File: src/rtl/bp_common_pkg.sv
// Shared types for the NTT command front-end and the ALU it drives.
package bp_common_pkg;

  localparam int NTT_MAX_LOGN  = 12;
  localparam int NTT_MAX_LOGQ  = 30;
  localparam int NTT_TAG_WIDTH = 4;

  typedef enum logic [2:0] {
    OP_NOP   = 3'd0,
    OP_CONF  = 3'd1,
    OP_NTT   = 3'd2,
    OP_INTT  = 3'd3,
    OP_PWMUL = 3'd4,
    OP_ADD   = 3'd5,
    OP_SUB   = 3'd6
  } alu_op_e;

  typedef enum logic {
    CMD_CFG = 1'b0,
    CMD_OP  = 1'b1
  } ntt_cmd_type_e;

  typedef enum logic [2:0] {
    SEL_LOGN  = 3'd0,
    SEL_Q     = 3'd1,
    SEL_R     = 3'd2,
    SEL_W     = 3'd3,
    SEL_PHI   = 3'd4,
    SEL_N_INV = 3'd5
  } ntt_cfg_sel_e;

  typedef enum logic [2:0] {
    S_IDLE  = 3'd0,
    S_ISSUE = 3'd1,
    S_ARM   = 3'd2,
    S_WAIT  = 3'd3,
    S_RESP  = 3'd4
  } ntt_ctrl_state_e;

  // sel is kept as raw bits so the unused codes 6/7 survive the queue and can be dropped
  typedef struct packed {
    ntt_cmd_type_e              cmd_type;
    logic [2:0]                 sel;
    alu_op_e                    op;
    logic [NTT_MAX_LOGQ:0]      data;
    logic [NTT_TAG_WIDTH-1:0]   tag;
  } ntt_cmd_s;

  // Cycle counter increment that sticks at all-ones instead of wrapping
  function automatic logic [31:0] sat_inc32(input logic [31:0] v);
    return (v == 32'hFFFF_FFFF) ? v : v + 32'd1;
  endfunction

endpackage

File: src/rtl/ntt_cmd_ctrl_if.sv
// Command / response handshake between the core (master) and ntt_cmd_ctrl (slave).
interface ntt_cmd_ctrl_if;
  import bp_common_pkg::*;

  logic                       cmd_v;
  logic                       cmd_ready;
  ntt_cmd_type_e              cmd_type;
  logic [2:0]                 cmd_sel;
  alu_op_e                    cmd_op;
  logic [NTT_MAX_LOGQ:0]      cmd_data;
  logic [NTT_TAG_WIDTH-1:0]   cmd_tag;

  logic                       resp_v;
  logic                       resp_ready;
  logic [NTT_TAG_WIDTH-1:0]   resp_tag;
  logic                       resp_err;
  logic [31:0]                resp_cycles;

  modport master (
    output cmd_v, cmd_type, cmd_sel, cmd_op, cmd_data, cmd_tag, resp_ready,
    input  cmd_ready, resp_v, resp_tag, resp_err, resp_cycles
  );

  modport slave (
    input  cmd_v, cmd_type, cmd_sel, cmd_op, cmd_data, cmd_tag, resp_ready,
    output cmd_ready, resp_v, resp_tag, resp_err, resp_cycles
  );

endinterface

File: src/rtl/ntt_cmd_fifo.sv
// Small synchronous command queue; the head entry is visible combinationally on rdata_o.
module ntt_cmd_fifo #(
  parameter int WIDTH = 8,
  parameter int DEPTH = 4
) (
  input  logic             clk,
  input  logic             rst_n,
  input  logic             push_i,
  input  logic             pop_i,
  input  logic [WIDTH-1:0] wdata_i,
  output logic [WIDTH-1:0] rdata_o,
  output logic             full_o,
  output logic             empty_o
);

  localparam int PTR_W = $clog2(DEPTH);

  logic [WIDTH-1:0] mem_q [DEPTH];
  logic [PTR_W-1:0] wr_ptr_q, rd_ptr_q;
  logic [PTR_W:0]   count_q;
  logic             push_ok, pop_ok;

  assign full_o  = (count_q == (PTR_W+1)'(DEPTH));
  assign empty_o = (count_q == '0);
  assign push_ok = push_i & ~full_o;
  assign pop_ok  = pop_i & ~empty_o;
  assign rdata_o = mem_q[rd_ptr_q];

  // Pointers wrap naturally because DEPTH is a power of two
  always_ff @(posedge clk) begin
    if (!rst_n) begin
      wr_ptr_q <= '0;
      rd_ptr_q <= '0;
      count_q  <= '0;
    end else begin
      if (push_ok) wr_ptr_q <= wr_ptr_q + 1'b1;
      if (pop_ok)  rd_ptr_q <= rd_ptr_q + 1'b1;
      case ({push_ok, pop_ok})
        2'b10:   count_q <= count_q + 1'b1;
        2'b01:   count_q <= count_q - 1'b1;
        default: count_q <= count_q;
      endcase
    end
  end

  // Storage needs no reset; only entries below count_q are ever read
  always_ff @(posedge clk) begin
    if (push_ok) mem_q[wr_ptr_q] <= wdata_i;
  end

endmodule

File: src/rtl/ntt_cmd_ctrl.sv
// Command front-end for ntt_alu: queues commands, owns the cfg registers,
// issues one-cycle op pulses and returns a tagged, timed response per op.
module ntt_cmd_ctrl
  import bp_common_pkg::*;
#(
  parameter int FIFO_DEPTH = 4
) (
  input  logic                    clk,
  input  logic                    rst_n,
  ntt_cmd_ctrl_if.slave           cmd_if,
  output logic [NTT_MAX_LOGN-1:0] cfg_logn_o,
  output logic [NTT_MAX_LOGQ-1:0] cfg_q_o,
  output logic [NTT_MAX_LOGQ:0]   cfg_r_o,
  output logic [NTT_MAX_LOGQ-1:0] cfg_w_o,
  output logic [NTT_MAX_LOGQ-1:0] cfg_phi_o,
  output logic [NTT_MAX_LOGQ-1:0] cfg_n_inv_o,
  output alu_op_e                 op_o,
  input  logic                    done_i,
  output logic                    busy_o
);

  localparam int CMD_W = $bits(ntt_cmd_s);

  ntt_cmd_s               push_cmd, head_cmd;
  logic [CMD_W-1:0]       head_bits;
  logic                   fifo_full, fifo_empty, fifo_push, fifo_pop;

  ntt_ctrl_state_e        state_q, state_d;
  alu_op_e                op_q, op_d;
  logic [NTT_TAG_WIDTH-1:0] tag_q, tag_d;
  logic                   err_q, err_d;
  logic [31:0]            cycles_q, cycles_d;
  logic [NTT_MAX_LOGN-1:0] logn_q, logn_d;
  logic [NTT_MAX_LOGQ-1:0] q_q, q_d, w_q, w_d, phi_q, phi_d, ninv_q, ninv_d;
  logic [NTT_MAX_LOGQ:0]  r_q, r_d;

  // Pack the incoming command fields into one queue entry
  always_comb begin
    push_cmd.cmd_type = cmd_if.cmd_type;
    push_cmd.sel      = cmd_if.cmd_sel;
    push_cmd.op       = cmd_if.cmd_op;
    push_cmd.data     = cmd_if.cmd_data;
    push_cmd.tag      = cmd_if.cmd_tag;
  end

  assign cmd_if.cmd_ready = rst_n & ~fifo_full;
  assign fifo_push        = cmd_if.cmd_v & cmd_if.cmd_ready;
  assign head_cmd         = ntt_cmd_s'(head_bits);

  ntt_cmd_fifo #(.WIDTH(CMD_W), .DEPTH(FIFO_DEPTH)) u_fifo (
    .clk     (clk),
    .rst_n   (rst_n),
    .push_i  (fifo_push),
    .pop_i   (fifo_pop),
    .wdata_i (push_cmd),
    .rdata_o (head_bits),
    .full_o  (fifo_full),
    .empty_o (fifo_empty)
  );

  // Next-state logic: cfg writes only in IDLE so cfg stays frozen while the ALU runs
  always_comb begin
    state_d  = state_q;
    op_d     = op_q;
    tag_d    = tag_q;
    err_d    = err_q;
    cycles_d = cycles_q;
    logn_d   = logn_q;
    q_d      = q_q;
    r_d      = r_q;
    w_d      = w_q;
    phi_d    = phi_q;
    ninv_d   = ninv_q;
    fifo_pop = 1'b0;
    case (state_q)
      S_IDLE: begin
        if (!fifo_empty && done_i) begin
          fifo_pop = 1'b1;
          if (head_cmd.cmd_type == CMD_CFG) begin
            case (head_cmd.sel)
              SEL_LOGN:  logn_d = head_cmd.data[NTT_MAX_LOGN-1:0];
              SEL_Q:     q_d    = head_cmd.data[NTT_MAX_LOGQ-1:0];
              SEL_R:     r_d    = head_cmd.data;
              SEL_W:     w_d    = head_cmd.data[NTT_MAX_LOGQ-1:0];
              SEL_PHI:   phi_d  = head_cmd.data[NTT_MAX_LOGQ-1:0];
              SEL_N_INV: ninv_d = head_cmd.data[NTT_MAX_LOGQ-1:0];
              default:   ;
            endcase
          end else if (head_cmd.op == OP_NOP) begin
            tag_d    = head_cmd.tag;
            err_d    = 1'b1;
            cycles_d = 32'd0;
            state_d  = S_RESP;
          end else begin
            op_d    = head_cmd.op;
            tag_d   = head_cmd.tag;
            err_d   = 1'b0;
            state_d = S_ISSUE;
          end
        end
      end
      S_ISSUE: begin
        cycles_d = 32'd1;
        state_d  = S_ARM;
      end
      S_ARM: begin
        if (done_i) begin
          err_d   = 1'b1;
          state_d = S_RESP;
        end else begin
          cycles_d = sat_inc32(cycles_q);
          state_d  = S_WAIT;
        end
      end
      S_WAIT: begin
        if (done_i) begin
          err_d   = 1'b0;
          state_d = S_RESP;
        end else begin
          cycles_d = sat_inc32(cycles_q);
        end
      end
      S_RESP: begin
        if (cmd_if.resp_ready) state_d = S_IDLE;
      end
      default: state_d = S_IDLE;
    endcase
  end

  // State, response payload and cfg registers with synchronous active-low reset
  always_ff @(posedge clk) begin
    if (!rst_n) begin
      state_q  <= S_IDLE;
      op_q     <= OP_NOP;
      tag_q    <= '0;
      err_q    <= 1'b0;
      cycles_q <= '0;
      logn_q   <= '0;
      q_q      <= '0;
      r_q      <= '0;
      w_q      <= '0;
      phi_q    <= '0;
      ninv_q   <= '0;
    end else begin
      state_q  <= state_d;
      op_q     <= op_d;
      tag_q    <= tag_d;
      err_q    <= err_d;
      cycles_q <= cycles_d;
      logn_q   <= logn_d;
      q_q      <= q_d;
      r_q      <= r_d;
      w_q      <= w_d;
      phi_q    <= phi_d;
      ninv_q   <= ninv_d;
    end
  end

  assign op_o               = (state_q == S_ISSUE) ? op_q : OP_NOP;
  assign busy_o             = (state_q != S_IDLE) | ~fifo_empty;
  assign cmd_if.resp_v      = (state_q == S_RESP);
  assign cmd_if.resp_tag    = tag_q;
  assign cmd_if.resp_err    = err_q;
  assign cmd_if.resp_cycles = cycles_q;
  assign cfg_logn_o         = logn_q;
  assign cfg_q_o            = q_q;
  assign cfg_r_o            = r_q;
  assign cfg_w_o            = w_q;
  assign cfg_phi_o          = phi_q;
  assign cfg_n_inv_o        = ninv_q;

endmodule

File: src/flat_wrapper.sv
// flat-port wrapper written by rule: the top's interface ports become plain ports
module ntt_cmd_ctrl_flat import bp_common_pkg::*;
#(
  parameter int FIFO_DEPTH = 4
)
  (clk, rst_n, cfg_logn_o, cfg_q_o, cfg_r_o, cfg_w_o, cfg_phi_o, cfg_n_inv_o, op_o, done_i, busy_o, cmd_if_cmd_v, cmd_if_cmd_type, cmd_if_cmd_sel, cmd_if_cmd_op, cmd_if_cmd_data, cmd_if_cmd_tag, cmd_if_resp_ready, cmd_if_cmd_ready, cmd_if_resp_v, cmd_if_resp_tag, cmd_if_resp_err, cmd_if_resp_cycles);
  ntt_cmd_ctrl_if cmd_if_i ();
  input  logic clk;
  input  logic rst_n;
  output logic [NTT_MAX_LOGN-1:0] cfg_logn_o;
  output logic [NTT_MAX_LOGQ-1:0] cfg_q_o;
  output logic [NTT_MAX_LOGQ:0] cfg_r_o;
  output logic [NTT_MAX_LOGQ-1:0] cfg_w_o;
  output logic [NTT_MAX_LOGQ-1:0] cfg_phi_o;
  output logic [NTT_MAX_LOGQ-1:0] cfg_n_inv_o;
  output alu_op_e op_o;
  input  logic done_i;
  output logic busy_o;
  input wire logic [$bits(cmd_if_i.cmd_v)-1:0] cmd_if_cmd_v;
  input wire logic [$bits(cmd_if_i.cmd_type)-1:0] cmd_if_cmd_type;
  input wire logic [$bits(cmd_if_i.cmd_sel)-1:0] cmd_if_cmd_sel;
  input wire logic [$bits(cmd_if_i.cmd_op)-1:0] cmd_if_cmd_op;
  input wire logic [$bits(cmd_if_i.cmd_data)-1:0] cmd_if_cmd_data;
  input wire logic [$bits(cmd_if_i.cmd_tag)-1:0] cmd_if_cmd_tag;
  input wire logic [$bits(cmd_if_i.resp_ready)-1:0] cmd_if_resp_ready;
  output wire logic [$bits(cmd_if_i.cmd_ready)-1:0] cmd_if_cmd_ready;
  output wire logic [$bits(cmd_if_i.resp_v)-1:0] cmd_if_resp_v;
  output wire logic [$bits(cmd_if_i.resp_tag)-1:0] cmd_if_resp_tag;
  output wire logic [$bits(cmd_if_i.resp_err)-1:0] cmd_if_resp_err;
  output wire logic [$bits(cmd_if_i.resp_cycles)-1:0] cmd_if_resp_cycles;
  assign cmd_if_i.cmd_v = cmd_if_cmd_v;
  assign cmd_if_i.cmd_type = cmd_if_cmd_type;
  assign cmd_if_i.cmd_sel = cmd_if_cmd_sel;
  assign cmd_if_i.cmd_op = cmd_if_cmd_op;
  assign cmd_if_i.cmd_data = cmd_if_cmd_data;
  assign cmd_if_i.cmd_tag = cmd_if_cmd_tag;
  assign cmd_if_i.resp_ready = cmd_if_resp_ready;
  assign cmd_if_cmd_ready = cmd_if_i.cmd_ready;
  assign cmd_if_resp_v = cmd_if_i.resp_v;
  assign cmd_if_resp_tag = cmd_if_i.resp_tag;
  assign cmd_if_resp_err = cmd_if_i.resp_err;
  assign cmd_if_resp_cycles = cmd_if_i.resp_cycles;
  ntt_cmd_ctrl #(.FIFO_DEPTH(FIFO_DEPTH)) u_core (.clk(clk), .rst_n(rst_n), .cmd_if(cmd_if_i), .cfg_logn_o(cfg_logn_o), .cfg_q_o(cfg_q_o), .cfg_r_o(cfg_r_o), .cfg_w_o(cfg_w_o), .cfg_phi_o(cfg_phi_o), .cfg_n_inv_o(cfg_n_inv_o), .op_o(op_o), .done_i(done_i), .busy_o(busy_o));
endmodule
File: config.mk
export PLATFORM = sky130hd
export DESIGN_NAME = ntt_cmd_ctrl_flat
export DESIGN_NICKNAME = d
export VERILOG_FILES = /design/src/rtl/bp_common_pkg.sv /design/src/rtl/ntt_cmd_ctrl_if.sv /design/src/rtl/ntt_cmd_fifo.sv /design/src/rtl/ntt_cmd_ctrl.sv /design/src/flat_wrapper.sv
export SDC_FILE = /design/constraint.sdc
export NUM_CORES = 1
export LEC_CHECK = 0
export ABC_CLOCK_PERIOD_IN_PS = 3570
export BUFFER_PORTS_ARGS = -buffer_cell sky130_fd_sc_hd__buf_4
export CAP_MARGIN = 20
export CORE_AREA = 2 2 185 187
export CTS_CLUSTER_SIZE = 10
export DETAILED_ROUTE_END_ITERATION = 10
export DIE_AREA = 0 0 187 189
export PLACE_DENSITY = 0.78
export SYNTH_ARGS = -nofsm -noshare
export SYNTH_HDL_FRONTEND = slang
export SYNTH_SLANG_ARGS = --single-unit
export TNS_END_PERCENT = 100
File: constraint.sdc
create_clock -name clk -period 3.57 [get_ports clk]
set_clock_uncertainty 0.2 [all_clocks]
set_input_delay 0.1785 -clock clk [delete_from_list [all_inputs] [get_ports clk]]
set_output_delay 0.1785 -clock clk [all_outputs]
set_load 0.05 [all_outputs]
======== Yosys cells after proc, flatten, opt, wreduce, memory -nomap -nowiden ========
Memory sizes are Yosys's and may differ from the RTL's. A register that Yosys moved wholly into a read port is not among the register bits.
Index checks and enable logic that the tools add are counted.
cells by class
  equal/unequal tests ..................... 21
  bitwise logic cells ..................... 9
  reduce and logical (&&, ||, !) cells .... 22
  add/subtract/negate cells ............... 5
  muxes and demuxes ....................... 27
operators by type and width
  kind                     count
  $mux W32                 5
  $pmux W32 S3             1
  $add A32 B1 Y32 const B  1
  $eq A32 B32 Y1 const B   1
  $reduce_and A4 Y1        8
  $mux W3                  7
  $pmux W3 S5              1
  $eq A3 B2 Y1 const B     4
  $eq A3 B3 Y1 const B     4
  $logic_not A3 Y1         4
  $ne A2 B2 Y1 const B     5
  $mux W1                  9
  $reduce_bool A3 Y1       3
  $eq A3 B1 Y1 const B     2
  $ne A2 B1 Y1 const B     3
  $pmux W3 S2              1
  $reduce_and A6 Y1        1
  $reduce_and A5 Y1        1
  $add A2 B1 Y2 const B    2
  $and A1 B1 Y1            4
  $mux W2                  2
  $not A1 Y1               4
  $add A3 B1 Y3 const B    1
  $pmux W1 S3              1
  9 further kinds          9
storage, ports and cells
  memory bits (writable) .................. 168
  memories kept ........................... 1
  bits of input ports ..................... 47
  register bits after elaboration ......... 213
  output and inout port bits .............. 206
memories
  name                 depth  bits a word  read ports  clocked after memory_dff  write ports  line                text
  u_core.u_fifo.mem_q  4      42           1           1                         1            ntt_cmd_fifo.sv:18  logic [WIDTH-1:0] mem_q [DEPTH];

======== Depth between registers and ports, before layout ========
  depth in word-level cells ............... 8
  mapped depth ............................ 11
  gate-level depth less buffers ........... 10

======== Hierarchy ========
A second synthesis with hierarchy kept.
unflattened totals
  cells, all modules ...................... 1234
  area, all modules ....................... 14771.7 um^2
modules (own cells, without submodules)
  module        times used  seq. area each (um^2)  area an instance (um^2)  cells an instance
  ntt_cmd_ctrl  1           4124.0                 8171.6                   960
  ntt_cmd_fifo  1           5225.0                 6600.1                   274

======== Least setup slack after synthesis ========
OpenSTA, ideal clock, no wires.
  kind .................................... reg-to-reg
  from .................................... register u_core.u_fifo.count_q[0]
  to ...................................... memory u_core.u_fifo.mem_q[0][0] (netlist bit) (enable)
  cell stages (with the launch flop) ...... 4
  arrival time ............................ 2.667 ns
  buffers on the path ..................... 0
  slack ................................... 0.299 ns
  library setup time ...................... 0.404 ns
  path through ............................ dfxtp_1 inv_1 a31oi_1 and3_1
on the way
  cells in the longest elaborated chain, start to end .. 7
RTL lines
  item                           line                text
  from (decl)                    ntt_cmd_fifo.sv:20  logic [PTR_W:0] count_q;
  from (signal assigned)         ntt_cmd_fifo.sv:39  2'b10: count_q <= count_q + 1'b1;
  from (signal assigned)         ntt_cmd_fifo.sv:40  2'b01: count_q <= count_q - 1'b1;
  from (signal assigned)         ntt_cmd_fifo.sv:41  default: count_q <= count_q;
  $eq A3 B3 Y1                   ntt_cmd_fifo.sv:23  assign full_o = (count_q == (PTR_W+1)'(DEPTH));
  $not A1 Y1                     ntt_cmd_ctrl.sv:46  assign cmd_if.cmd_ready = rst_n & ~fifo_full;
  $and A1 B1 Y1                  ntt_cmd_ctrl.sv:46
  net cmd_if_cmd_ready           flat_wrapper.sv:26  output wire logic [$bits(cmd_if_i.cmd_ready)-1:0] cmd_if_cmd_ready;
  $and A1 B1 Y1                  ntt_cmd_ctrl.sv:47  assign fifo_push = cmd_if.cmd_v & cmd_if.cmd_ready;
  $and A1 B1 Y1                  ntt_cmd_fifo.sv:25  assign push_ok = push_i & ~full_o;
  $mux W1                        ntt_cmd_fifo.sv:48  if (push_ok) mem_q[wr_ptr_q] <= wdata_i;
  $mux W1 (implied by the code)  ntt_cmd_fifo.sv:48
  to (decl)                      ntt_cmd_fifo.sv:18
The timed path passes the listed nets, and every way through them passes these cells.

======== Worst setup path in the final report ========
  from .................................... register u_core.state_q[1]
  to ...................................... register u_core.u_fifo.count_q[2]
on the way
  cells in the longest elaborated chain, start to end .. 5
  elaborated cells between the ends (all ways) .. 7
  those cells by class .................... eq/ne (2); mux (2); bitwise (1); reduce/logical (2)
RTL lines
  item                                                      line                 text
  from (decl)                                               ntt_cmd_ctrl.sv:28   ntt_ctrl_state_e state_q, state_d;
  from (signal assigned)                                    ntt_cmd_ctrl.sv:145  state_q <= state_d;
  $logic_not A3 Y1 *                                        ntt_cmd_ctrl.sv:75   case (state_q)
  $mux W1 *                                                 ntt_cmd_ctrl.sv:75
  $and A1 B1 Y1 *                                           ntt_cmd_fifo.sv:26   assign pop_ok = pop_i & ~empty_o;
  net u_core.u_fifo.pop_ok                                  ntt_cmd_fifo.sv:21   logic push_ok, pop_ok;
  $eq A2 B1 Y1 / $eq A2 B2 Y1 (equally long branches)       ntt_cmd_fifo.sv:38   case ({push_ok, pop_ok})
  $pmux W3 S2 / $reduce_bool A2 Y1 (equally long branches)  -
Mark *: on every way through the listed nets, which the timed path passes. The rest lies on a longest branch.
A chain may end at the register's enable or synchronous reset.

==> run summary <==
NumNets Final = 1,505
hold_sp = cmd_if_cmd_data[0]
mapped cell area = 14,800 um2
net switching power = 0.00304 W
clock root cell = clkbuf_16
Die H = 189 um
Mapped Nets = 1,212
hpwl dp = 25,600 um
internal power = 0.00783 W
# resized after CTS = 0
r2r startpoint = u_core.state_q[1]
Synth top area share = 0.341
number of DRC markers in iteration 0 = 574
maxcap violations = 0
Top FF cell, synth = dfxtp_1
number of flops mapped to enable cells by yosys = 168
P_leak = 7.14 nW
Setup CP Type = flop to flop
most frequent cell after synthesis = dfxtp_1
clk_lat worst skew = 0.55 ns
combinational group share of total power = 0.183
final-layout fill cell count = 2,654
Layout area overhead = 27.9%
#FFs+latches synth = 383
Tightest Hold Check Type = input port to flop
post-layout min period = 2.91 ns
Commonest cells post-synth = 215 x dfxtp_1, 168 x edfxtp_1, 139 x nand2_1, 138 x mux2i_1, 86 x nor2_1
# placed instances = 1,806
port buffer count = 252
status = completed
Clock Path Buffers = 3
total die area = 35,300 um2
area of the multi-input gates = 5050 um2
DR WL/cell = 19.2 um
Boundary Pins = 253
hold_buf cts = 47
clock power share = 0.368
H-tree depth = 2
total global routing track utilization = 0.205
Via density = 5.39
part of the power in registers = 0.449
Fin Setup TNS = 0 ns
TritonCTS clock tree = built
via count = 10,368
TritonCTS Buffers = 44
WHS Endpoint = u_core.u_fifo.mem_q[3][4]
worst path required time = 3.84 ns
Pre-Repair DR Iteration Count = 5
Yosys warnings = 0
cells after synthesis = 1,158
Clock transition at path regs = 0.06 ns
antenna violations before repair = 2
Avg Cell Area, Syn = 12.8 um2
Tot Pwr = 0.0109 W
remaining antenna violation count after routing = 0
final period utilization = 0.814
Row Count = 67
core footprint = 33,300 um2
worst reg2reg endpoint = u_core.u_fifo.count_q[2]
Reg area = 9350 um2
Seq/Total Area, Yosys = 0.632
PD cells = 575 nW/um2
Die Wd = 187 um
CTS Sinks = 383
worst reg2reg path depth = 8
Arr. time, crit path = 3.17 ns
switching portion of total power = 0.280
share of post-route cells with drive strength above 1 = 0.260
post-synth top area cell = edfxtp_1
Finished Layout Cells = 1,925
initial core utilization = 0.445
placed inst area = 17,200 um2
Peak VDD IR = 0.000324 V
vias in the first global route = 10,117
Pins Over Slew Limit = 0
worst hold path depth = 2
top post-synthesis cells by area = edfxtp_1 34%, dfxtp_1 29%, mux2i_1 9.3%
setup bufs post-CTS = 0
largest net degree at the start of global routing = 81
Placer Congestion = 0.853
Peak Freq = 344 MHz
final wirelength = 36,900 um
Worst Setup End Kind = flop
first-pass GRT wire length = 57,000 um
post-synthesis cell type count = 64
worst-path fanout max = 11
drt drc = 0
relative max-transition margin = 0.367
Worst Tran Pin Value = 0.947 ns
Hold Violations, Final = 0
RSZ-0062 raised after global routing = no
post-layout util = 0.569
final instance area = 18,900 um2
Final Setup Violations = 0
element type at the critical path start = flop
GR Overflow Total = 0
ys async rst share = 0
register-to-register setup slack = 0.66 ns
worst max-delay path by stage:
stage                                  start                        end  slack (ns)  cells past startpoint
global route               u_core.state_q[1]   u_core.u_fifo.count_q[2]        0.52                      8
CTS                        u_core.state_q[1]   u_core.u_fifo.count_q[2]        0.68                      8
finish                     u_core.state_q[1]   u_core.u_fifo.count_q[2]        0.66                      8
floorplan           u_core.u_fifo.count_q[0]  u_core.u_fifo.mem_q[0][0]        0.30                      3
detailed placement         u_core.state_q[1]   u_core.u_fifo.count_q[2]        0.69                      8
global placement           u_core.state_q[1]   u_core.u_fifo.count_q[2]        0.74                      8
power by group through the flow:
stage          clock network [W]  registers (W)  logic [W]
4_1_cts                  0.00409        0.00488    0.00200
5_1_grt                  0.00427        0.00490    0.00213
3_3_place_gp                   0        0.00496    0.00192
6_report                 0.00401        0.00488    0.00199
2_1_floorplan                  0        0.00515    0.00116
3_5_place_dp                   0        0.00497    0.00195
metal layers:
| layer | up-vias | global-route usage | part of all wire |
|---|---|---|---|
| met5 | - | 0 | 0.00035 |
| met4 | 2 | 0.0888 | 0.044 |
| met3 | 90 | 0.0382 | 0.060 |
| met2 | 361 | 0.331 | 0.47 |
| met1 | 5073 | 0.271 | 0.43 |
| li1 | 4842 | - | - |
sequential cells by signal (all words and copies together) (netlist names), named ones only:
name                       count
u_core.cmd_if.resp_tag         4
u_core.cfg_n_inv_o            30
u_core.u_fifo.count_q          3
u_core.cfg_phi_o              30
u_core.cfg_w_o                30
u_core.op_q                    3
u_core.u_fifo.wr_ptr_q         2
u_core.cfg_logn_o             12
u_core.state_q                 3
u_core.u_fifo.rd_ptr_q         2
u_core.cfg_r_o                31
u_core.cmd_if.resp_err         1
u_core.cmd_if.resp_cycles     32
u_core.u_fifo.mem_q          168
u_core.cfg_q_o                30
cells in the final DEF, fill, tap and decap left out, drive strengths merged, types with 3 or more instances in the layout:
master,n
o41ai,7
mux2i,138
nor4,4
nand3,48
edfxtp,168
xor2,3
nor3,11
clkinv,3
a22oi,3
inv,19
a31oi,9
and4,9
dlygate4sd3,47
and3,15
nand2b,4
nand4b,9
nand4,20
clkbuf,68
a21oi,11
or3,7
dfxtp,215
a41o,3
o211ai,10
and2,14
mux4,42
nand2,139
ha,6
o31ai,6
o21ai,43
buf,274
nor2,86
worst max-delay path, cell delays in order (launching register included):
cell and delay [ns]:
dfxtp_1 0.40, or3b_2 0.53, nor3_1 0.41, ha_1 0.27, inv_1 0.06, fa_1 0.38
xor2_1 0.16, or3_1 0.30, a21oi_1 0.13
metrics by stage:
| step | hold WS (ns) | setup slack [ns] |
|---|---|---|
| after detailed placement | 0.182 | 0.690 |
| after global routing | 0.171 | 0.516 |
| after floorplan | 0.0774 | 0.299 |
| after global placement | 0.177 | 0.742 |
| final | 0.176 | 0.665 |
| after CTS | 0.157 | 0.675 |
cell type report:
cell class | count | area share
sequential | 383 | 0.494
clock inverter | 3 | 0.00403
multi-input combinational | 682 | 0.267
inverter | 19 | 0.00377
antenna | 1 | 0.000132
tap | 448 | 0.0296
timing repair buffer | 321 | 0.137
clock buffer | 68 | 0.0640
logic make-up after synthesis:
logic type	Yosys count	share of synthesized area
flip-flops	383	0.632
AND/OR/NAND/NOR	380	0.124
multiplexers	180	0.157
AO/OA/AOI/OAI	110	0.0500
buffers and inverters	93	0.0274
adder cells (fa/ha/maj)	7	0.00642
XOR/XNOR	5	0.00296
(Power assumes the default switching activity.)
